===== src/rtl/ex_mem_stage_reg.sv =====
// EX->MEM pipeline register with a 2-entry skid buffer, valid/ready handshake and EX forwarding.
// Optional stall counter output perf_stall_cnt is enabled by defining EX_MEM_PERF_EN.
module ex_mem_stage_reg #(
  parameter int WORD_LEN     = 32,
  parameter int REG_ADDR_LEN = 5
) (
  input  logic                    clk,
  input  logic                    rst,
  input  logic                    flush,
  input  logic                    ex_valid,
  output logic                    ex_ready,
  input  logic [WORD_LEN-1:0]     ex_alu_result,
  input  logic [WORD_LEN-1:0]     ex_store_data,
  input  logic [REG_ADDR_LEN-1:0] ex_dest,
  input  logic                    ex_wb_en,
  input  logic                    ex_mem_r_en,
  input  logic                    ex_mem_w_en,
  output logic                    mem_valid,
  input  logic                    mem_ready,
  output logic [WORD_LEN-1:0]     mem_alu_result,
  output logic [WORD_LEN-1:0]     mem_store_data,
  output logic [REG_ADDR_LEN-1:0] mem_dest,
  output logic                    mem_wb_en,
  output logic                    mem_mem_r_en,
  output logic                    mem_mem_w_en,
  output logic                    fwd_valid,
  output logic [REG_ADDR_LEN-1:0] fwd_dest,
  output logic [WORD_LEN-1:0]     fwd_data
`ifdef EX_MEM_PERF_EN
  ,
  output logic [31:0]             perf_stall_cnt
`endif
);

  typedef struct packed {
    logic [WORD_LEN-1:0]     alu_result;
    logic [WORD_LEN-1:0]     store_data;
    logic [REG_ADDR_LEN-1:0] dest;
    logic                    wb_en;
    logic                    mem_r_en;
    logic                    mem_w_en;
  } entry_t;

  typedef enum logic [1:0] {
    EMPTY = 2'd0,
    ONE   = 2'd1,
    FULL  = 2'd2
  } state_t;

  state_t state;
  entry_t head;
  entry_t skid;
  entry_t in_entry;
  logic   acc;
  logic   pop;

  assign acc = ex_valid & ex_ready;
  assign pop = mem_valid & mem_ready;

  // $zero is never written back, so its write enable is dropped at capture.
  assign in_entry.alu_result = ex_alu_result;
  assign in_entry.store_data = ex_store_data;
  assign in_entry.dest       = ex_dest;
  assign in_entry.wb_en      = ex_wb_en & (ex_dest != {REG_ADDR_LEN{1'b0}});
  assign in_entry.mem_r_en   = ex_mem_r_en;
  assign in_entry.mem_w_en   = ex_mem_w_en;

  always_ff @(posedge clk or posedge rst) begin
    if (rst) begin
      state     <= EMPTY;
      head      <= '0;
      skid      <= '0;
      mem_valid <= 1'b0;
      ex_ready  <= 1'b1;
    end else if (flush) begin
      state     <= EMPTY;
      mem_valid <= 1'b0;
      ex_ready  <= 1'b1;
    end else begin
      case (state)
        EMPTY: begin
          if (acc) begin
            head      <= in_entry;
            mem_valid <= 1'b1;
            state     <= ONE;
          end
        end
        ONE: begin
          if (acc && pop) begin
            head <= in_entry;
          end else if (acc) begin
            skid     <= in_entry;
            ex_ready <= 1'b0;
            state    <= FULL;
          end else if (pop) begin
            mem_valid <= 1'b0;
            state     <= EMPTY;
          end
        end
        FULL: begin
          if (pop) begin
            head     <= skid;
            ex_ready <= 1'b1;
            state    <= ONE;
          end
        end
        default: begin
          state     <= EMPTY;
          mem_valid <= 1'b0;
          ex_ready  <= 1'b1;
        end
      endcase
    end
  end

  assign mem_alu_result = head.alu_result;
  assign mem_store_data = head.store_data;
  assign mem_dest       = head.dest;
  assign mem_wb_en      = head.wb_en;
  assign mem_mem_r_en   = head.mem_r_en;
  assign mem_mem_w_en   = head.mem_w_en;

  // Load results are not available yet, so only non-load writebacks forward.
  assign fwd_valid = mem_valid & head.wb_en & ~head.mem_r_en;
  assign fwd_dest  = head.dest;
  assign fwd_data  = head.alu_result;

`ifdef EX_MEM_PERF_EN
  always_ff @(posedge clk or posedge rst) begin
    if (rst) begin
      perf_stall_cnt <= 32'd0;
    end else if (ex_valid && !ex_ready && (perf_stall_cnt != 32'hFFFF_FFFF)) begin
      perf_stall_cnt <= perf_stall_cnt + 32'd1;
    end
  end
`endif

endmodule


===== config.mk =====
export PLATFORM = sky130hd
export DESIGN_NAME = ex_mem_stage_reg
export DESIGN_NICKNAME = d
export VERILOG_FILES = /design/src/rtl/ex_mem_stage_reg.sv
export SDC_FILE = /design/constraint.sdc
export NUM_CORES = 1
export LEC_CHECK = 0
export CORE_MARGIN = 2
export CORE_UTILIZATION = 44
export DETAILED_ROUTE_END_ITERATION = 10
export HOLD_SLACK_MARGIN = 0.06
export PLACE_DENSITY_LB_ADDON = 0.3
export REMOVE_ABC_BUFFERS = 1
export SLEW_MARGIN = 40
export SYNTH_ARGS = -nofsm -noshare
export SYNTH_HDL_FRONTEND = slang
export SYNTH_SLANG_ARGS = --single-unit

===== constraint.sdc =====
create_clock -name clk -period 4.9 [get_ports clk]
set_clock_uncertainty 0.05 [all_clocks]
set_input_delay 1.225 -clock clk [delete_from_list [all_inputs] [get_ports clk]]
set_output_delay 1.225 -clock clk [all_outputs]
set_load 0.01 [all_outputs]

# Yosys cells after proc, flatten, opt, wreduce, memory -nomap -nowiden
# Index checks and enable logic that the tools add are counted.
word_totals:
  ff_bits: 148
  output_inout_bits: 112
op_classes:
  n_eq_ne: 14
  n_mux: 22
  n_bitwise: 8
  reduce_logical: 9
op_table:
  columns: ["cell", "n"]
  rows:
  - ["$mux 72", 3]
  - ["$pmux 72 s3", 1]
  - ["$ne 3x3->1 const B", 6]
  - ["$mux 2", 6]
  - ["$reduce_and 4->1", 3]
  - ["$ne 2x2->1 const B", 5]
  - ["$reduce_and 5->1", 2]
  - ["$mux 1", 9]
  - ["$pmux 1 s3", 2]
  - ["$pmux 2 s3", 1]
  - ["$and 1x1->1", 5]
  - ["$reduce_bool 5->1", 1]
  - ["$ne 4x4->1 const B", 1]
  - ["$not 1->1", 3]
  - ["$reduce_bool 3->1", 1]
  - ["$eq 2x1->1 const B", 1]
  - ["$eq 2x2->1 const B", 1]
  - ["$logic_not 2->1", 1]
  - ["$logic_and 1x1->1", 1]

# Depth between registers and ports, before layout
depth:
  ltp_word: 6
  depth_mapped: 7
  depth_no_buf: 4

# Worst setup path before layout
# OpenSTA, ideal clock, no wires.
synth_path:
  path_type: "input port to flip-flop"
  from: "in mem_ready"
  to: "reg head, in the netlist fwd_data[0]"
  t_arrival_ps: 2357
  required_time_ps: 4725
  path_slack_ps: 2368
  path_stages: 5
  cell_sequence: "and2_1 > a32oi_1 > a21oi_4 > buf_6 > mux2_2"
synth_via:
  elab_chain_len: 4
synth_lines:
  columns: ["element", "line", "rtl"]
  rows:
  - ["start: declaration", "19", "input logic mem_ready,"]
  - ["$and 1x1->1 *", "58", "assign pop = mem_valid & mem_ready;"]
  - ["$logic_and 1x1->1", "89", "if (acc && pop) begin"]
  - ["$ne 2x2->1 (no source line)", null, null]
  - ["$reduce_and 5->1 (no source line) *", null, null]
  - ["end signal: assignment", "83", "head <= in_entry;"]
  - ["end signal: assignment", "90", "head <= in_entry;"]
  - ["end signal: assignment", "102", "head <= skid;"]
  - ["end: declaration", "51", "entry_t head;"]
# Every way passes the cells marked *; elsewhere a longest branch is shown, timed or not.
# A chain may end at the register's enable or synchronous reset.

# Worst setup path after layout
layout_path:
  from: "in mem_ready"
  to: "reg head, in the netlist mem_store_data[23]"
# Same word-level chain as after synthesis.

==> flow_summary.rst <==
.. list-table::
   :header-rows: 1

   * - Metric
     - Value
   * - Result of the run
     - finished clean
   * - Synthesized area per cell
     - 11.16 µm²
   * - Clk network pwr share
     - 0.252
   * - Fraction of layout cells with a size suffix above 1
     - 0.2164
   * - Total number of placement rows
     - 45
   * - Worst slew pin tran
     - 671.6 ps
   * - Final worst hold slack
     - 437.7 ps
   * - Maximum fanout along the worst path
     - 40
   * - DRC violation count after routing
     - 0
   * - Combinational share of power
     - 0.352
   * - Clock input transition at the sequential cells of the worst setup and hold paths
     - 60 ps
   * - TritonCTS clock tree
     - yes
   * - CTS Hold Buffers Added
     - 0
   * - Number of warnings reported in the yosys synthesis log
     - 0
   * - Top flip-flop cell by instance count after synthesis
     - dfrtp_1
   * - Routing usage on met2
     - 0.3177
   * - Die area
     - 16,410 µm²
   * - Post-layout util
     - 0.6041
   * - Final critical delay including setup and external delays
     - 2994 ps
   * - Slack of the critical path
     - 1906 ps
   * - Final worst path period share
     - 0.6109
   * - Count of buffers added by post-CTS timing repair for setup
     - 0
   * - Top cells by count, synth
     - nand2_1, dfrtp_1, mux2_2, buf_4, mux2_1
   * - Boundary pin count
     - 189
   * - Initial standard-cell utilization of the core
     - 0.4474
   * - Fin Setup TNS
     - 0 ps
   * - Chip height
     - 128.1 µm
   * - Number of global-route vias before repair
     - 4,874
   * - Startpoint type of the worst setup path
     - input pin
   * - Average via count per standard cell
     - 4.999
   * - Source of the critical timing path
     - mem_ready
   * - Sinks on Clock Net
     - 148
   * - Sum of overflow across all layers after global routing
     - 0
   * - Clock Latency Late Sink
     - 410 ps
   * - Portion of synthesized cell area occupied by the leading cell type
     - 0.5428
   * - Starting DRT DRC Count
     - 222
   * - Met3 track demand over resource in global routing
     - 0.04967
   * - Cells taking the most area after synthesis
     - dfrtp_1, mux2_2, nand2_1
   * - Final non-filler cell area
     - 9150 µm²
   * - Slew Limit Headroom
     - 0.5523
   * - Overall Global Routing Usage
     - 0.1920
   * - Kind of end point of the critical path
     - flip-flop
   * - Aggregate routed wire length
     - 14.79 mm
   * - Yosys reg bits
     - 148
   * - Post-synthesis sequential area ratio
     - 0.5467
   * - Most used routing layer
     - met2
   * - Number of buffers created by CTS
     - 17
   * - Worst slack, placed
     - 1487 ps
   * - Maximum number of buffers from clock root to sink
     - 2
   * - Final count of negative-setup-slack endpoints
     - 0
   * - Power per cell area
     - 596.1 nW/µm²
   * - Core Region
     - 15,150 µm²
   * - Signed area change from the synthesized netlist to the final layout
     - 35.03%
   * - Switching part of the total
     - 0.2800
   * - Post-synthesis cell type with the largest combined area
     - dfrtp_1
   * - EDFF count, synth
     - 0
   * - Required @ worst endpoint
     - 5150 ps
   * - Launch point of the worst reg-to-reg path
     - ex_ready$_DFFE_PP1P_
   * - Classification of the worst-slack hold path
     - flip-flop to flip-flop
   * - Root buf cell
     - clkbuf_16
   * - Die width
     - 128.1 µm
   * - Async set or reset register ratio after synthesis
     - 1.000
   * - Most common cell in the synthesized netlist
     - nand2_1
   * - Half-perimeter wire length of the detailed placement result
     - 9.526 mm
   * - Leakage power
     - 4.065 nW
   * - CP arrival
     - 3240 ps
   * - Internal cell power
     - 3.927 mW
   * - Cell depth of the worst min-delay path
     - 1
   * - IR Drop Worst-Case VDD
     - 0.2595 mV
   * - Max-capacitance violation count
     - 0
   * - Wire length of the first global-routing pass
     - 24.73 mm
   * - Number of antenna violations at the first check in global routing
     - 0
   * - Cell variety after synth
     - 28
   * - Instance area after placement
     - 8518 µm²
   * - Number of antenna cells inserted
     - 0
   * - Largest stage delay on the critical path
     - 490 ps
   * - DRT Pass-1 Iters
     - 4
   * - Final-stage net count
     - 831
   * - Average wire per cell in the routed design
     - 15.48 µm
   * - Total of buffers placed on input and output ports
     - 188
   * - Slowest CP cell
     - clkdlybuf4s50_1
   * - Number of nets with antenna violations after detailed routing
     - 0
   * - Number of hold violations in the final report
     - 0
   * - Largest net degree at the start of global routing
     - 97
   * - Maximum clock frequency
     - 0.3341 GHz
   * - Detailed-route via count
     - 4,774
   * - Weighted congestion at the end of routability-driven global placement
     - 0.7791
   * - Proportion of power drawn by flip-flops and latches
     - 0.396
   * - Number of instances in the synthesized netlist
     - 607
   * - Netlist Area Pre-Place
     - 6776 µm²
   * - GR Util met1
     - 0.2477
   * - Number of gates resized after CTS
     - 0
   * - Crit Path Class
     - input pin to flip-flop
   * - Number of cells on the worst reg-to-reg path
     - 5
   * - Startpoint of the worst hold path
     - mem_store_data[14]$_DFFE_PP0P_
   * - Deepest level of the CTS H-tree
     - 4
   * - Ordered cell list for the critical path
     - clkdlybuf4s50_1, and2_1, a32oi_1, a21oi_4, buf_4, mux2_2
   * - Final Max Tran Viols
     - 0
   * - Net switching power figure
     - 1.527 mW
   * - Setup repair after global routing missed its margin
     - false
[logic make-up after synthesis]
family,synth area share
simple gates,0.1341
compound gates,0.01145
buf+inv,0.06869
mux,0.2391
flops,0.5467
[path summary, 6_finish.rpt]
path | endpoint | slack, ps
worst max-delay path | mem_store_data[23]$_DFFE_PP0P_ | 1910
worst min-delay path | mem_store_data[14]$_DFFE_PP0P_ | 440
worst max register to register | skid[36]$_DFFE_PP0P_ | 2700
worst min register to register | mem_store_data[14]$_DFFE_PP0P_ | 440
max in group asynchronous | skid[34]$_DFFE_PP0P_ | 2670
min in group asynchronous | mem_store_data[22]$_DFFE_PP0P_ | 1290
[power groups by stage]
| stage | registers, mW | logic (mW) | clock network (mW) |
|---|---|---|---|
| after floorplan | 2.31 | 0.671 | 0 |
| final | 2.16 | 1.92 | 1.38 |
| after global routing | 2.25 | 2.06 | 1.46 |
| after CTS | 2.17 | 1.94 | 1.40 |
| after detailed placement | 2.18 | 1.94 | 0 |
| after global placement | 2.14 | 1.89 | 0 |
[critical path, delay by kind of cell]
| family | cells | cell delay [ps] |
|---|---|---|
| buffers and inverters | 2 | 970 |
| multiplexers | 1 | 410 |
| AO/OA/AOI/OAI | 2 | 380 |
| AND/OR/NAND/NOR | 1 | 220 |
[registers in the layout, indices dropped and copies added, names as in the netlist]
register        flops
skid               72
fwd_data           32
mem_store_data     32
fwd_dest            5
state               2
ex_ready            1
mem_mem_r_en        1
mem_mem_w_en        1
mem_valid           1
mem_wb_en           1
[per-layer routing]
layer  part of all wire  up-vias
met5                  0        -
met4             0.0096        0
met3              0.050       12
met2               0.50      126
met1               0.44     2392
li1                   -     2244
[placed cells by master (no fill, tap or decap), drive strengths merged]
cell type | synthesis | layout
nand3 | 4 | 4
nand2b | 1 | 1
nor2b | 1 | 1
a21o | 1 | 1
mux2i | 1 | 1
o21bai | 2 | 2
bufinv | 0 | 4
nand2 | 219 | 219
nand3b | 1 | 1
or4 | 1 | 1
a32oi | 1 | 1
clkbuf | 10 | 23
mux2 | 143 | 143
o21ai | 2 | 2
clkinvlp | 0 | 2
clkinv | 0 | 3
inv | 2 | 2
a21oi | 5 | 5
dfstp | 1 | 1
buf | 58 | 8
clkdlybuf4s50 | 0 | 188
and3b | 1 | 1
nor3 | 2 | 2
and2 | 1 | 1
dfrtp | 147 | 147
nor2 | 3 | 3
[layout make-up]
| cell class | count | area [µm²] |
|---|---|---|
| fillers | 1193 | 5996 |
| clock buffers | 23 | 478.0 |
| flip-flops and latches | 148 | 3705 |
| repair buffers | 196 | 1946 |
| inverters | 2 | 15.01 |
| clock inverters | 9 | 150.1 |
| multi-input cells | 389 | 2621 |
| well taps | 188 | 235.2 |
[per-stage QoR]
stage | power [mW] | instances
2_1_floorplan | 2.978 | 539
3_3_place_gp | 4.033 | 923
3_5_place_dp | 4.118 | 923
4_1_cts | 5.508 | 955
5_1_grt | 5.772 | 955
6_report | 5.454 | 955
(Power assumes the default switching activity.)
